===== config.mk =====
export PLATFORM = sky130hd
export DESIGN_NAME = ps2_kbd_decoder
export DESIGN_NICKNAME = d
export VERILOG_FILES = /design/src/rtl/ps2_kbd_decoder_pkg.sv /design/src/rtl/ps2_kbd_decoder_frame_rx.sv /design/src/rtl/ps2_kbd_decoder.sv
export SDC_FILE = /design/constraint.sdc
export NUM_CORES = 1
export LEC_CHECK = 0
export BUFFER_PORTS_ARGS = -buffer_cell sky130_fd_sc_hd__buf_2
export CAP_MARGIN = 20
export CORE_MARGIN = 10
export CORE_UTILIZATION = 50
export DETAILED_ROUTE_END_ITERATION = 12
export PLACE_DENSITY = 0.78
export SYNTH_ARGS = -nofsm -noshare
export SYNTH_HDL_FRONTEND = slang
export SYNTH_SLANG_ARGS = --single-unit

===== constraint.sdc =====
create_clock -name clk_sys -period 2.5 [get_ports clk_sys]
set_clock_uncertainty 0.1 [all_clocks]
set_input_delay 0.25 -clock clk_sys [delete_from_list [all_inputs] [get_ports clk_sys]]
set_output_delay 0.25 -clock clk_sys [all_outputs]
set_load 0.03 [all_outputs]

===== src/rtl/ps2_kbd_decoder_pkg.sv =====
// Shared constants for the PS/2 keyboard decoder: prefix bytes and frame FSM states.
package ps2_kbd_decoder_pkg;

  localparam logic [7:0] PS2_PFX_EXT   = 8'hE0;
  localparam logic [7:0] PS2_PFX_REL   = 8'hF0;
  localparam logic [7:0] PS2_PFX_PAUSE = 8'hE1;

  // Bytes that follow an E1 prefix and are swallowed before the Pause event
  localparam logic [2:0] PS2_PAUSE_SKIP = 3'd7;

  typedef enum logic [1:0] {
    ST_IDLE   = 2'd0,
    ST_DATA   = 2'd1,
    ST_PARITY = 2'd2,
    ST_STOP   = 2'd3
  } frame_state_t;

endpackage


===== src/rtl/ps2_kbd_decoder_frame_rx.sv =====
// PS/2 frame receiver: input synchronisers, clock glitch filter, frame FSM and
// mid-frame timeout. Emits one byte per good frame or an error pulse.
module ps2_frame_rx
  import ps2_kbd_decoder_pkg::*;
#(
  parameter int FILTER  = 3,
  parameter int TIMEOUT = 4000
) (
  input  logic       clk_sys,
  input  logic       reset_n,
  input  logic       ps2_clk,
  input  logic       ps2_data,
  output logic [7:0] byte_data,
  output logic       byte_strobe,
  output logic       frame_err,
  output logic       busy
);

  localparam int FW = $clog2(FILTER + 1);
  localparam int TW = $clog2(TIMEOUT + 1);

  logic          clk_s1, clk_s2, dat_s1, dat_s2;
  logic          filt;
  logic [FW-1:0] fcnt;
  logic          edge_fall;
  frame_state_t  state;
  logic [2:0]    bit_cnt;
  logic [7:0]    shreg;
  logic          par_ok;
  logic [TW-1:0] tcnt;

  // Two-flop synchronisers; both idle high so reset never fakes a falling edge
  always_ff @(posedge clk_sys or negedge reset_n) begin
    if (!reset_n) begin
      clk_s1 <= 1'b1;
      clk_s2 <= 1'b1;
      dat_s1 <= 1'b1;
      dat_s2 <= 1'b1;
    end else begin
      clk_s1 <= ps2_clk;
      clk_s2 <= clk_s1;
      dat_s1 <= ps2_data;
      dat_s2 <= dat_s1;
    end
  end

  // A new clock level is accepted once it has been seen FILTER cycles in a row
  always_ff @(posedge clk_sys or negedge reset_n) begin
    if (!reset_n) begin
      filt <= 1'b1;
      fcnt <= '0;
    end else if (clk_s2 == filt) begin
      fcnt <= '0;
    end else if (fcnt == FW'(FILTER - 1)) begin
      filt <= clk_s2;
      fcnt <= '0;
    end else begin
      fcnt <= fcnt + 1'b1;
    end
  end

  // The filtered clock is about to fall this cycle; data is sampled alongside
  assign edge_fall = filt && !clk_s2 && (fcnt == FW'(FILTER - 1));
  assign busy      = (state != ST_IDLE);

  // Frame FSM with timeout; an edge in the timeout cycle keeps the frame alive
  always_ff @(posedge clk_sys or negedge reset_n) begin
    if (!reset_n) begin
      state       <= ST_IDLE;
      bit_cnt     <= '0;
      shreg       <= '0;
      par_ok      <= 1'b0;
      tcnt        <= '0;
      byte_data   <= '0;
      byte_strobe <= 1'b0;
      frame_err   <= 1'b0;
    end else begin
      byte_strobe <= 1'b0;
      frame_err   <= 1'b0;
      if (edge_fall || state == ST_IDLE) tcnt <= '0;
      else                               tcnt <= tcnt + 1'b1;

      case (state)
        ST_IDLE: if (edge_fall && !dat_s2) begin
          state   <= ST_DATA;
          bit_cnt <= '0;
        end
        ST_DATA: if (edge_fall) begin
          shreg   <= {dat_s2, shreg[7:1]};
          bit_cnt <= bit_cnt + 1'b1;
          if (bit_cnt == 3'd7) state <= ST_PARITY;
        end
        ST_PARITY: if (edge_fall) begin
          par_ok <= (^shreg) ^ dat_s2;
          state  <= ST_STOP;
        end
        ST_STOP: if (edge_fall) begin
          if (par_ok && dat_s2) begin
            byte_data   <= shreg;
            byte_strobe <= 1'b1;
          end else begin
            frame_err <= 1'b1;
          end
          state <= ST_IDLE;
        end
        default: state <= ST_IDLE;
      endcase

      if (state != ST_IDLE && !edge_fall && tcnt == TW'(TIMEOUT - 1)) begin
        frame_err <= 1'b1;
        state     <= ST_IDLE;
      end
    end
  end

endmodule


===== src/rtl/ps2_kbd_decoder.sv =====
// PS/2 keyboard decoder top: frame receiver plus the prefix folding layer that
// turns E0/F0/E1 sequences into single key events.
module ps2_kbd_decoder
  import ps2_kbd_decoder_pkg::*;
#(
  parameter int FILTER  = 3,
  parameter int TIMEOUT = 4000
) (
  input  logic       clk_sys,
  input  logic       reset_n,
  input  logic       ps2_clk,
  input  logic       ps2_data,
  output logic [7:0] byte_data,
  output logic       byte_strobe,
  output logic       frame_err,
  output logic       busy,
  output logic       key_strobe,
  output logic [7:0] key_code,
  output logic       key_extended,
  output logic       key_released
);

  logic       ext_pend, rel_pend;
  logic [2:0] skip_cnt;

  ps2_frame_rx #(.FILTER(FILTER), .TIMEOUT(TIMEOUT)) u_rx (
    .clk_sys     (clk_sys),
    .reset_n     (reset_n),
    .ps2_clk     (ps2_clk),
    .ps2_data    (ps2_data),
    .byte_data   (byte_data),
    .byte_strobe (byte_strobe),
    .frame_err   (frame_err),
    .busy        (busy)
  );

  // Prefix folding: pending flags, Pause skip sequence, key event registers
  always_ff @(posedge clk_sys or negedge reset_n) begin
    if (!reset_n) begin
      ext_pend     <= 1'b0;
      rel_pend     <= 1'b0;
      skip_cnt     <= '0;
      key_strobe   <= 1'b0;
      key_code     <= '0;
      key_extended <= 1'b0;
      key_released <= 1'b0;
    end else begin
      key_strobe <= 1'b0;
      if (frame_err) begin
        ext_pend <= 1'b0;
        rel_pend <= 1'b0;
        skip_cnt <= '0;
      end else if (byte_strobe) begin
        if (skip_cnt != '0) begin
          // Pause tail bytes (including embedded prefixes) are eaten here
          skip_cnt <= skip_cnt - 1'b1;
          if (skip_cnt == 3'd1) begin
            key_strobe   <= 1'b1;
            key_code     <= PS2_PFX_PAUSE;
            key_extended <= 1'b0;
            key_released <= 1'b0;
          end
        end else begin
          case (byte_data)
            PS2_PFX_EXT:   ext_pend <= 1'b1;
            PS2_PFX_REL:   rel_pend <= 1'b1;
            PS2_PFX_PAUSE: skip_cnt <= PS2_PAUSE_SKIP;
            default: begin
              key_strobe   <= 1'b1;
              key_code     <= byte_data;
              key_extended <= ext_pend;
              key_released <= rel_pend;
              ext_pend     <= 1'b0;
              rel_pend     <= 1'b0;
            end
          endcase
        end
      end
    end
  end

endmodule

Word-level counts from Yosys, hierarchy flattened
Cells that the tools add are included.
{"block": "totals", "reg_bits": 59, "latch_bits": 0, "ramBits": 0, "romBits": 0, "in_bits": 4, "out_inout_bits": 22, "elab_cells": 126, "n_memories": 0}
{"block": "classes", "addsub": 4, "multipliers": 0, "div": 0, "magnitude_cmp": 0, "eq_ne": 23, "shift": 0, "mux": 45, "n_bitwise": 3, "reduce_logical": 30}
{"cell": "8-bit equality test, second input constant", "count": 3}
{"cell": "8-bit two-way mux", "count": 3}
{"cell": "1-bit two-way mux", "count": 23}
{"cell": "3-bit two-way mux", "count": 6}
{"cell": "2-bit two-way mux", "count": 8}
{"cell": "12-bit by 1-bit adder with 12-bit output, second input constant", "count": 1}
{"cell": "12-bit equality test, second input constant", "count": 1}
{"cell": "12-bit two-way mux", "count": 1}
{"cell": "2-bit by 1-bit != test with 1-bit output, second input constant", "count": 6}
{"cell": "3-bit by 1-bit != test with 1-bit output, second input constant", "count": 4}
{"cell": "3-bit AND reduction", "count": 4}
{"cell": "2-bit case mux with 4 select lines", "count": 1}
{"cell": "2-bit AND reduction", "count": 4}
{"cell": "8-bit parity", "count": 1}
{"cell": "2-bit equality test, second input constant", "count": 3}
{"cell": "1-bit logical AND", "count": 6}
{"cell": "3-bit case mux with 2 select lines", "count": 1}
{"cell": "2-bit nonzero test", "count": 3}
{"cell": "3-bit nonzero test", "count": 2}
{"cell": "5-bit AND reduction", "count": 1}
{"cell": "1-bit case mux with 2 select lines", "count": 2}
{"cell": "4-bit AND reduction", "count": 1}
{"cell": "2-bit OR reduction", "count": 2}
{"cell": "3-bit by 1-bit adder with 3-bit output, second input constant", "count": 1}
{"cell": "other kinds (14)", "count": 17}

Logic depth before layout (Yosys ltp)
Gate-level depths: netlist of run 1.
{"block": "logic_depth", "depth_word": 8, "ltp_mapped": 7, "depth_no_buf": 6}

Hierarchy
Synthesis of run 1 repeated with hierarchy kept, for this count alone.
{"block": "unflattened", "hier_cells": 234, "hier_area_um2": 2778.9}
{"module": "ps2_frame_rx", "instances": 1, "cells_per_inst": 166, "area_each_um2": 1974.4, "seq_area_each_um2": 1082.3}
{"module": "ps2_kbd_decoder", "instances": 1, "cells_per_inst": 68, "area_each_um2": 804.5, "seq_area_each_um2": 400.4}

Worst setup path after synthesis of run 1
OpenSTA, ideal clock, no wires.
{"block": "synth_timing", "path_type": "reg2reg", "start": "register u_rx.state[0]", "end": "register u_rx.state[0]", "setup_time_ns": 0.121, "arrival_time_ns": 1.754, "required_time_ns": 2.279, "path_slack_ns": 0.524, "stages_incl_launch_ff": 7, "path_buffers": 0, "period_less_slack_ns": 1.976, "cell_sequence": "dfrtp_1 -> inv_1 -> ha_1 -> or4b_1 -> or4_4 -> nand3_2 -> o2bb2ai_1"}
{"block": "synth_via", "elab_chain_len": 5, "elab_cells_between_ends": 15, "classes_between": "eq/ne: 8; mux: 2; reduce/logical: 5"}
{"item": "start: declaration", "line": "ps2_kbd_decoder_frame_rx.sv:26", "rtl": "frame_state_t state;"}
{"item": "start signal: assignment", "line": "ps2_kbd_decoder_frame_rx.sv:69", "rtl": "state <= ST_IDLE;"}
{"item": "start signal: assignment", "line": "ps2_kbd_decoder_frame_rx.sv:85", "rtl": "state <= ST_DATA;"}
{"item": "start signal: assignment", "line": "ps2_kbd_decoder_frame_rx.sv:91", "rtl": "if (bit_cnt == 3'd7) state <= ST_PARITY;"}
{"item": "2-bit nonzero test", "line": "ps2_kbd_decoder_frame_rx.sv:109", "rtl": "if (state != ST_IDLE && !edge_fall && tcnt == TW'(TIMEOUT - 1)) begin"}
{"item": "1-bit logical AND (2 in a row)", "line": "ps2_kbd_decoder_frame_rx.sv:109"}
{"item": "3-bit != test (no line) / 3-bit by 1-bit != test with 1-bit output (equally long branches)"}
{"item": "5-bit AND reduction (no line)"}
Several ways; a longest one is shown, not always the timed one.
A chain may end at the register's enable or synchronous reset.

Worst setup path after layout of run 1
{"block": "layout_timing", "start": "register u_rx.state[0]", "end": "register u_rx.state[1]"}
The elaborated chain is that of the path after synthesis.

==> summary.txt, run 1 <==
Timing
  – Final setup violation count: 0
  – Fin. max-slew vios: 0
  – Worst-margin pin slew: between 0.6 and 0.7 ns
  – Max Freq: around 0.47 GHz
  – Fin crit share: 84.3%
  – RSZ-0062 raised after global routing: false
  – Final hold violations: 0
  – Setup TNS: 0 ns
  – Rel. slew slack: between 50 and 60%
  – Slack of the critical path: 0.391 ns
  – Crit path time final: ~2.1 ns

Clock tree
  – CTS clk-pin slew, worst paths: ~0.06 ns
  – Htree depth: 3
  – TritonCTS clock tree: yes
  – Root buffer cell: clkbuf_8
  – CTS Buffer Depth: 2
  – Clock latency at the later pin of the worst-skew pair: 0.33 ns
  – TritonCTS Buffers: 9
  – Setup Fix Bufs, Post-CTS: 0
  – CTS Sinks: about 60

Route
  – Vias: between 1.5k and 2k
  – Routed len/inst: between 10 and 15 µm
  – Antenna Nets Post-Route: 0
  – Routed wire length: between 5 and 6 mm
  – DRC: 0
  – DRC marker count from the first detailed-route iteration: 48
  – Number of vias per cell: 5.17
  – DRT Pass-1 Iters: 4

Yosys
  – Synth Flop Type: dfrtp_1
  – Yosys cell types: 47
  – Syn Nets: 269
  – Syn Area/Cell: 11.0 µm²
  – Top-count cell post-synth: dfrtp_1
  – Most frequent cells after synthesis: 54 x dfrtp_1, 23 x nand2_1, 20 x inv_1, 20 x nor2_1, 15 x mux2_1
  – Yosys reg bits: about 60
  – Number of synthesized flops with an enable pin: 0
  – Synth Warn #: 0
  – Synth Cell Area: around 2800 µm²
  – Dominant cell type by area after synthesis: dfrtp_1
  – Sequential share of the synthesized area: 53.1%
  – Fraction of registers with async set/reset: 100%
  – Post-Synthesis Cells: 253
  – Area contributors post-synth: dfrtp_1 48%, mux2_1 6.1%, ha_1 5.4%
  – Synth top area share: between 40% and 50%

Die
  – Core area: roughly 5500 µm²
  – DIE WIDTH: 94.7 µm
  – Initial Util: between 50% and 60%
  – Die H: approximately 95 µm
  – Top Ports: 26
  – Die area: 8970 µm²
  – Rows: 27

Placed design
  – Buffers on Ports: 25
  – DP Wirelength: between 3 and 4 mm
  – Gpl congestion: slightly above 0.8
  – Worst slack, placed: 0.388 ns

Pwr
  – Cell Pwr Density: 791 nW/µm²
  – Overall power: 2.60 mW
  – Worst vdd ir: about 560 µV
  – Static leakage: around 1.7 nW

Finish
  – Core Util, Final: 60.0%
  – Share of cells above drive strength 1: a little under a fifth
  – # nets final: slightly above 300
  – Layout area overhead: 17.8%
  – Ant diodes: 0

Status
  – Run status: finished clean

Global route
  – First-pass GRT wire length: 9.16 mm
  – Overall routing resource usage: between 10% and 20%
  – Largest net degree at the start of global routing: 32
  – Remaining Overflow, GRT: 0
  – Antenna violations before repair: 0
  – Vias in the first global route: between 1.5k and 2k

Critical path
  – Worst Path Class, Setup: flip-flop to flip-flop
  – Startpoint types: flip-flop
  – R2R Path End: u_rx.state[1]
  – Worst R2R Setup Slack: a little under 0.4 ns
  – Critical Path AT: 2.22 ns
  – Path depth of the worst reg2reg path: 6
  – CP Max Fanout: 8
  – CP required: 2.61 ns
  – Worst r2r src: u_rx.state[0]
  – Setup crit end kind: flip-flop

Worst hold path
  – Hold Crit Endpoint: u_rx.dat_s2
  – Hold WC Path Type: flip-flop to flip-flop
  – Hold Path Cell Cnt: 0
  – HP Start: u_rx.dat_s1

Run
  – Max cap viols: 0
-- power by group --
group          total, mW  switching (mW)  internal (mW)  leakage [nW]
Combinational      0.463           0.273          0.190         0.737
Clock               1.02           0.372          0.645         0.120
Sequential          1.12          0.0784           1.04         0.799
Total               2.60           0.724           1.88          1.66
-- final cells by class --
cell class	count	area, µm²
Fill cell	467	2190
Sequential cell	59	1480
Multi-Input combinational cell	165	1190
Timing Repair Buffer	32	198
Clock buffer	13	169
Tap cell	72	90.1
Inverter	23	86.3
Clock inverter	3	68.8
-- cell usage in the layout (no fill, tap or decap), types with 2 or more instances in the layout --
cell           instances
nor3b_1                2
inv_1                 20
inv_2                  2
nor3_1                 4
o21ai_1               11
o21ai_0                4
nor2_1                20
o31ai_1                2
ha_1                  12
xor2_1                 4
xnor2_1               12
bufinv_16              2
dlygate4sd3_1          3
nor4_1                 4
and4_1                 2
buf_2                 25
nand4_1                4
nand3_1                7
nand2b_1               3
buf_4                  3
dfstp_2                5
clkbuf_8              12
a22o_1                 3
a21oi_1                4
dfrtp_1               54
mux2i_1                8
mux2_1                15
o2bb2ai_1              2
nand2_1               23
-- repair_timing --
action / in CTS / in global routing
endpoints found under the setup margin: 0 / 0
hold buffers: 3 / 0
resized for setup: 0 / 0
endpoints found under the hold margin: 25 / 0
-- per-stage QoR --
stage          area, µm²  std cells  hold WS, ns
2_1_floorplan       2790        253       -0.146
3_3_place_gp        3020        348        0.206
3_5_place_dp        3020        348        0.213
4_1_cts             3290        367        0.256
5_1_grt             3290        367        0.259
6_report            3290        367        0.255
-- per-layer routing --
metal  routed length [µm]  part of all wire (%)  global-route usage, %  vias to the layer above
met3                  330                   6.4                   5.31                        5
met1                 2210                    43                   14.9                      902
met4                   46                  0.89                   4.74                        0
met2                 2590                    50                   20.8                       44
li1                     -                     -                      -                      945
met5                    0                     0                      0                        -
-- state kept, by name, summed over array words and instances, names as in the netlist, 2 cells and up --
name	cells
u_rx.bit_cnt	3
key_code	8
u_rx.state	2
u_rx.fcnt	2
u_rx.tcnt	12
skip_cnt	3
u_rx.shreg	8
u_rx.byte_data	8
-- worst max-delay path: stages (launching register included) --
cell	delay, ns
dfrtp_1	0.40
inv_1	0.09
ha_1	0.29
or4b_1	0.51
or4_4	0.44
nand3_2	0.09
o2bb2ai_1	0.08
-- cell families (layout without fill, tap and decap cells) --
kind of cell    Yosys count  count (layout)  synth area share [%]
xor+xnor                 17              17                  5.83
fa+ha+maj                12              12                  5.38
mux                      23              23                  8.92
flops                    59              59                  53.1
compound gates           33              33                  7.80
simple gates             80              80                  14.8
buf+inv                  29              71                  4.17
-- how the worst max path moves through the flow --
stage             startpoint             to  depth (start not counted)
2_1_floorplan  u_rx.state[0]  u_rx.state[0]                          6
3_3_place_gp   u_rx.state[0]  u_rx.state[0]                          6
3_5_place_dp   u_rx.state[0]  u_rx.state[1]                          6
4_1_cts        u_rx.state[0]  u_rx.state[1]                          6
5_1_grt        u_rx.state[0]  u_rx.state[1]                          6
6_report       u_rx.state[0]  u_rx.state[1]                          6
Note: power is estimated with default switching activity, not from simulation.
==> inputs of run 2 (changes only) <==
Clock period 2.5 ns to 2.2 ns, I/O delays scaled along.
==> summary.txt, run 2 (synthesis gave the netlist of run 1 again) <==
Timing
  – Final setup violation count: 0 (unchanged)
  – RSZ-0062 raised after global routing: false
  – Worst-margin pin slew: 0.637 ns (-0.0110 ns)
  – Fin crit share: 91.9% (+7.5 points)
  – Final hold violations: 0 (unchanged)
  – Setup TNS: 0 ns (unchanged)
  – Rel. slew slack: 57.5% (+0.73 points)
  – Fin. max-slew vios: 0 (unchanged)
  – Crit path time final: 2.02 ns (-0.0876 ns)
  – Max Freq: 0.495 GHz (+4.3%)

Route
  – Routed len/inst: 14.1 µm (-0.31%)
  – Vias: 1936 (+2.1%)
  – DRC marker count from the first detailed-route iteration: 87 (+81%)
  – Routed wire length: 5.19 mm (+0.23%)
  – DRT Pass-1 Iters: 4 (unchanged)
  – DRC: 0 (unchanged)
  – Number of vias per cell: 5.25 (+1.6%)
  – Antenna Nets Post-Route: 0 (unchanged)

Die
  – DIE WIDTH: 94.7 µm (unchanged)
  – Die H: 94.7 µm (unchanged)
  – Core area: 5470 µm² (unchanged)
  – Top Ports: 26 (unchanged)
  – Initial Util: 51.0% (unchanged)
  – Rows: 27 (unchanged)
  – Die area: 8970 µm² (unchanged)

Worst hold path
  – Hold Path Cell Cnt: 0 (unchanged)
  – HP Start: u_rx.clk_s1
  – Hold WC Path Type: flip-flop to flip-flop

Pwr
  – Cell Pwr Density: 851 nW/µm² (+7.6%)
  – Worst vdd ir: 616 µV (+11%)
  – Static leakage: 1.64 nW (-0.63%)
  – Overall power: 2.77 mW (+6.6%)

Critical path
  – Setup crit end kind: flip-flop
  – Worst Path Class, Setup: flip-flop to flip-flop
  – Path depth of the worst reg2reg path: 6 (unchanged)
  – CP required: 2.32 ns (-0.29 ns)
  – Worst r2r src: u_rx.state[0]
  – CP Max Fanout: 4 (-4)
  – Critical Path AT: 2.14 ns (-0.08 ns)
  – Startpoint types: flip-flop
  – Crit path launch: u_rx.state[0]

Status
  – Run status: finished clean

Finish
  – Layout area overhead: 16.7%
  – Share of cells above drive strength 1: 19.2% (+0.55 points)
  – # nets final: 308 (+0.65%)
  – Most frequent cells in the layout: 54 x dfrtp_1, 25 x buf_2, 23 x nand2_1
  – Ant diodes: 0 (unchanged)
  – Fillers: 464 (-0.64%)
  – Commonest non-fill, non-tap cell in the layout: dfrtp_1
  – Max FFs per register: 12 (unchanged)
  – Largest Register: u_rx.tcnt

Global route
  – Remaining Overflow, GRT: 0 (unchanged)
  – Largest net degree at the start of global routing: 33 (+3.1%)
  – Overall routing resource usage: 13.2% (+0.34 points)
  – First-pass GRT wire length: 9.10 mm (-0.68%)
  – Vias in the first global route: 1922 (-1.3%)
  – Antenna violations before repair: 0 (unchanged)

Placed design
  – Buffers on Ports: 25 (unchanged)
  – DP Wirelength: 3.65 mm (+0.52%)
  – Gpl congestion: 0.806 (-0.48%)

Clock tree
  – CTS Sinks: 59 (unchanged)
  – Clock latency at the later pin of the worst-skew pair: 0.34 ns (about the same)
  – CTS clk-pin slew, worst paths: 0.06 ns (about the same)
  – Setup Fix Bufs, Post-CTS: 0 (unchanged)
  – Root buffer cell: clkbuf_8
  – TritonCTS Buffers: 9 (unchanged)
  – TritonCTS clock tree: yes
  – CTS Buffer Depth: 2 (unchanged)
  – Htree depth: 3 (unchanged)
  – Post-cts repair resize count: 0 (unchanged)

Run
  – Max cap viols: 0 (unchanged)
-- run 2: final timing paths --
path | end | slack, ns
worst max-delay path | u_rx.state[0] | 0.18
worst min register to register | u_rx.clk_s2 | 0.25
min in group asynchronous | key_code[7] | 0.33
max in group asynchronous | u_rx.bit_cnt[1] | 1.08
worst min-delay path | u_rx.clk_s2 | 0.25
worst max register to register | u_rx.state[0] | 0.18
-- run 2: worst max-delay path, cell delays in order, from the launching register on --
cell and delay, ns:
dfrtp_1 0.41, inv_1 0.10, ha_1 0.21, or4b_1 0.48
or4_4 0.44, nand3_2 0.09, o2bb2ai_1 0.08
-- run 2: metal layers --
layer	vias up	track usage [%]	wire length, µm
met5	-	0	0
met4	0	5.99	102
met3	9	6.58	386
met2	40	21.5	2500
met1	932	14.1	2200
li1	955	-	-
-- run 2: repair_timing --
action                                  CTS  global route
hold buffers                              3             0
hold endpoints to repair                 24             0
endpoints found under the setup margin    0             0
-- run 2: per-stage QoR --
| stage | area, µm² | hold WS (ns) | std cells | util, % | worst slack (ns) |
|---|---|---|---|---|---|
| after floorplan | 2790 | -0.176 | 253 | - | 0.224 |
| after global placement | 3030 | 0.170 | 350 | 55.4 | 0.255 |
| after detailed placement | 3030 | 0.176 | 350 | 55.4 | 0.185 |
| after CTS | 3260 | 0.257 | 369 | 59.5 | 0.176 |
| after global routing | 3260 | 0.258 | 369 | 59.5 | 0.0621 |
| final | 3260 | 0.253 | 369 | 59.5 | 0.179 |
-- run 2: power by group --
group          leakage, nW  total, mW  internal (mW)  switching (mW)
Combinational        0.747      0.537          0.225           0.311
Clock               0.0991      0.965          0.547           0.418
Sequential           0.799       1.27           1.18          0.0873
Total                 1.64       2.77           1.96           0.816
-- run 2: area by class of cell --
class / instances / area (µm²) / share of cell area [%]
clock buffer: 11 / 141 / 4.34
clock inverter: 5 / 52.6 / 1.61
inverter: 23 / 86.3 / 2.65
multi-input combinational: 165 / 1190 / 36.6
sequential: 59 / 1480 / 45.5
tap: 72 / 90.1 / 2.77
timing repair buffer: 34 / 213 / 6.53
==> inputs of run 3 (changes only) <==
Settings changed: BUFFER_PORTS_ARGS -buffer_cell sky130_fd_sc_hd__buf_2 to default, CORE_ASPECT_RATIO from default to 1.2, CTS_BUF_LIST from default to sky130_fd_sc_hd__clkbuf_8, DONT_BUFFER_PORTS from default to 1, PLACE_DENSITY 0.78 to 0.74.
==> summary.txt, run 3 (synthesis gave the netlist of run 1 again) <==
Pwr
  – Worst vdd ir: 545 µV (-12%)
  – Static leakage: 1.58 nW (-3.9%)
  – Cell Pwr Density: 884 nW/µm² (+3.8%)

Timing
  – Fin. max-slew vios: 0 (unchanged)
  – RSZ-0062 raised after global routing: false
  – Crit path time final: 2.01 ns (-0.0137 ns)
  – Worst-margin pin slew: 0.489 ns (-0.148 ns)
  – Final hold violations: 0 (unchanged)
  – Fin crit share: 91.2% (-0.62 points)
  – Max Freq: 0.498 GHz (+0.68%)
  – Final setup violation count: 0 (unchanged)
  – Setup TNS: 0 ns (unchanged)
  – Rel. slew slack: 67.2% (+9.7 points)

Worst hold path
  – Hold Path Cell Cnt: 0 (unchanged)
  – Hold WC Path Type: flip-flop to flip-flop

Global route
  – Antenna violations before repair: 0 (unchanged)
  – Largest net degree at the start of global routing: 60 (+82%)
  – First-pass GRT wire length: 8.31 mm (-8.7%)
  – Overall routing resource usage: 11.8% (-1.3 points)
  – Vias in the first global route: 1825 (-5.0%)
  – Remaining Overflow, GRT: 0 (unchanged)

Finish
  – # nets final: 293 (-4.9%)
  – Non-Filler Instances: 344 (-6.8%)
  – Commonest non-fill, non-tap cell in the layout: dfrtp_1
  – Max FFs per register: 12 (unchanged)
  – Largest Register: u_rx.tcnt
  – Share of cells above drive strength 1: 14.5% (-4.7 points)
  – Most frequent cells in the layout: 54 x dfrtp_1, 23 x nand2_1, 22 x inv_1
  – Layout area overhead: 15.3%
  – Ant diodes: 0 (unchanged)

Run
  – Max cap viols: 0 (unchanged)

Critical path
  – CP delay by family, top: simple AND/OR/NAND/NOR gates
  – Slowest-stage cell, CP: or4b_1
  – Slowest stage delay, CP: 0.48 ns (about the same)
  – Startpoint types: flip-flop
  – Setup crit end kind: flip-flop
  – CP Buf/Inv Count: 1 (unchanged)
  – CP required: 2.32 ns (about the same)
  – Cell Chain, Critical Path: inv_1 > ha_1 > or4b_1 > or4_4 > nand3_2 > o2bb2ai_1
  – Worst Path Class, Setup: flip-flop to flip-flop
  – Critical Path AT: 2.13 ns (about the same)
  – CP Max Fanout: 4 (unchanged)
  – Crit path depth: 6 (unchanged)
  – Path depth of the worst reg2reg path: 6 (unchanged)

Status
  – Run status: finished clean

Clock tree
  – CTS Sinks: 59 (unchanged)
  – CTS Buffer Depth: 2 (unchanged)
  – Post-cts repair resize count: 0 (unchanged)
  – TritonCTS Buffers: 9 (unchanged)
  – Root buffer cell: clkbuf_8
  – CTS clk-pin slew, worst paths: 0.06 ns (about the same)
  – Htree depth: 3 (unchanged)
  – TritonCTS clock tree: yes
  – Clock latency at the later pin of the worst-skew pair: 0.34 ns (about the same)

Route
  – DRC marker count from the first detailed-route iteration: 38 (-56%)
  – DRC: 0 (unchanged)
  – Routed wire length: 4.99 mm (-3.8%)
  – Number of vias per cell: 5.40 (+3.0%)
  – Antenna Nets Post-Route: 0 (unchanged)
  – Routed len/inst: 14.5 µm (+3.2%)
  – DRT Pass-1 Iters: 4 (unchanged)
  – Vias: 1859 (-4.0%)

Placed design
  – Post-placement cell count: 324 (-7.4%)
  – Buffers on Ports: 0 (-100%)
  – DP Wirelength: 3.56 mm (-2.4%)
  – Gpl congestion: 0.748 (-7.2%)

Die
  – Initial Util: 52.3% (+1.3 points)
  – Die H: 102 µm (+7.5%)
  – Top Ports: 26 (unchanged)
  – Die area: 8980 µm² (+0.14%)
  – Core area: 5330 µm² (-2.5%)
  – DIE WIDTH: 88.2 µm (-6.9%)
  – Rows: 29 (+7.4%)
## run 3: worst paths after layout
| kind | from | endpoint | slack, ns |
|---|---|---|---|
| setup reg to reg | u_rx.state[0] | u_rx.state[1] | 0.19 |
| setup / recovery | u_rx.state[0] | u_rx.state[1] | 0.19 |
| max in group asynchronous | reset_n | u_rx.clk_s1 | 1.39 |
| hold reg to reg | u_rx.dat_s1 | u_rx.dat_s2 | 0.26 |
| min in group asynchronous | reset_n | key_code[5] | 0.32 |
| hold / removal | u_rx.dat_s1 | u_rx.dat_s2 | 0.26 |
## run 3: area by class of cell
cell class,count,area [µm²]
inverters,23,86.3
multi-input cells,165,1190
flip-flops and latches,59,1480
clock buffers,9,124
well taps,62,77.6
fillers,437,2120
clock inverters,7,85.1
repair buffers,19,170
## run 3: through the flow
| step | instance area [µm²] | power [mW] | worst slack, ns | hold slack, ns | utilization (%) |
|---|---|---|---|---|---|
| 4_1_cts | 3220 | 2.88 | 0.185 | 0.259 | 60.3 |
| 3_3_place_gp | 2950 | 1.79 | 0.252 | -0.173 | 55.3 |
| 2_1_floorplan | 2790 | 1.68 | 0.224 | -0.176 | - |
| 6_report | 3220 | 2.84 | 0.193 | 0.257 | 60.3 |
| 5_1_grt | 3220 | 3.02 | 0.0911 | 0.262 | 60.3 |
| 3_5_place_dp | 2950 | 1.81 | 0.199 | -0.173 | 55.3 |
## run 3: worst reg2reg max path, cell delays in order (launching register included)
cell and delay [ns]:
dfrtp_1 0.41, inv_1 0.10, ha_1 0.21, or4b_1 0.48, or4_4 0.45, nand3_2 0.08
o2bb2ai_1 0.06
## run 3: timing repair
action | CTS | global route
buffers inserted | 0 | 0
hold buffers | 4 | 0
endpoints found under the hold margin | 61 | 0
## run 3: power breakdown
| group | switching [mW] | internal (mW) | total (mW) |
|---|---|---|---|
| Sequential | 0.0897 | 1.18 | 1.27 |
| Combinational | 0.309 | 0.232 | 0.541 |
| Clock | 0.405 | 0.624 | 1.03 |
| Total | 0.804 | 2.04 | 2.84 |
## run 3: layer usage
metal | vias up | GRT usage (%) | routed length [µm]
met1 | 899 | 13.1 | 2080
met5 | - | 0 | 0
met3 | 9 | 5.81 | 421
met2 | 34 | 18.9 | 2410
li1 | 917 | - | -
met4 | 0 | 5.08 | 74
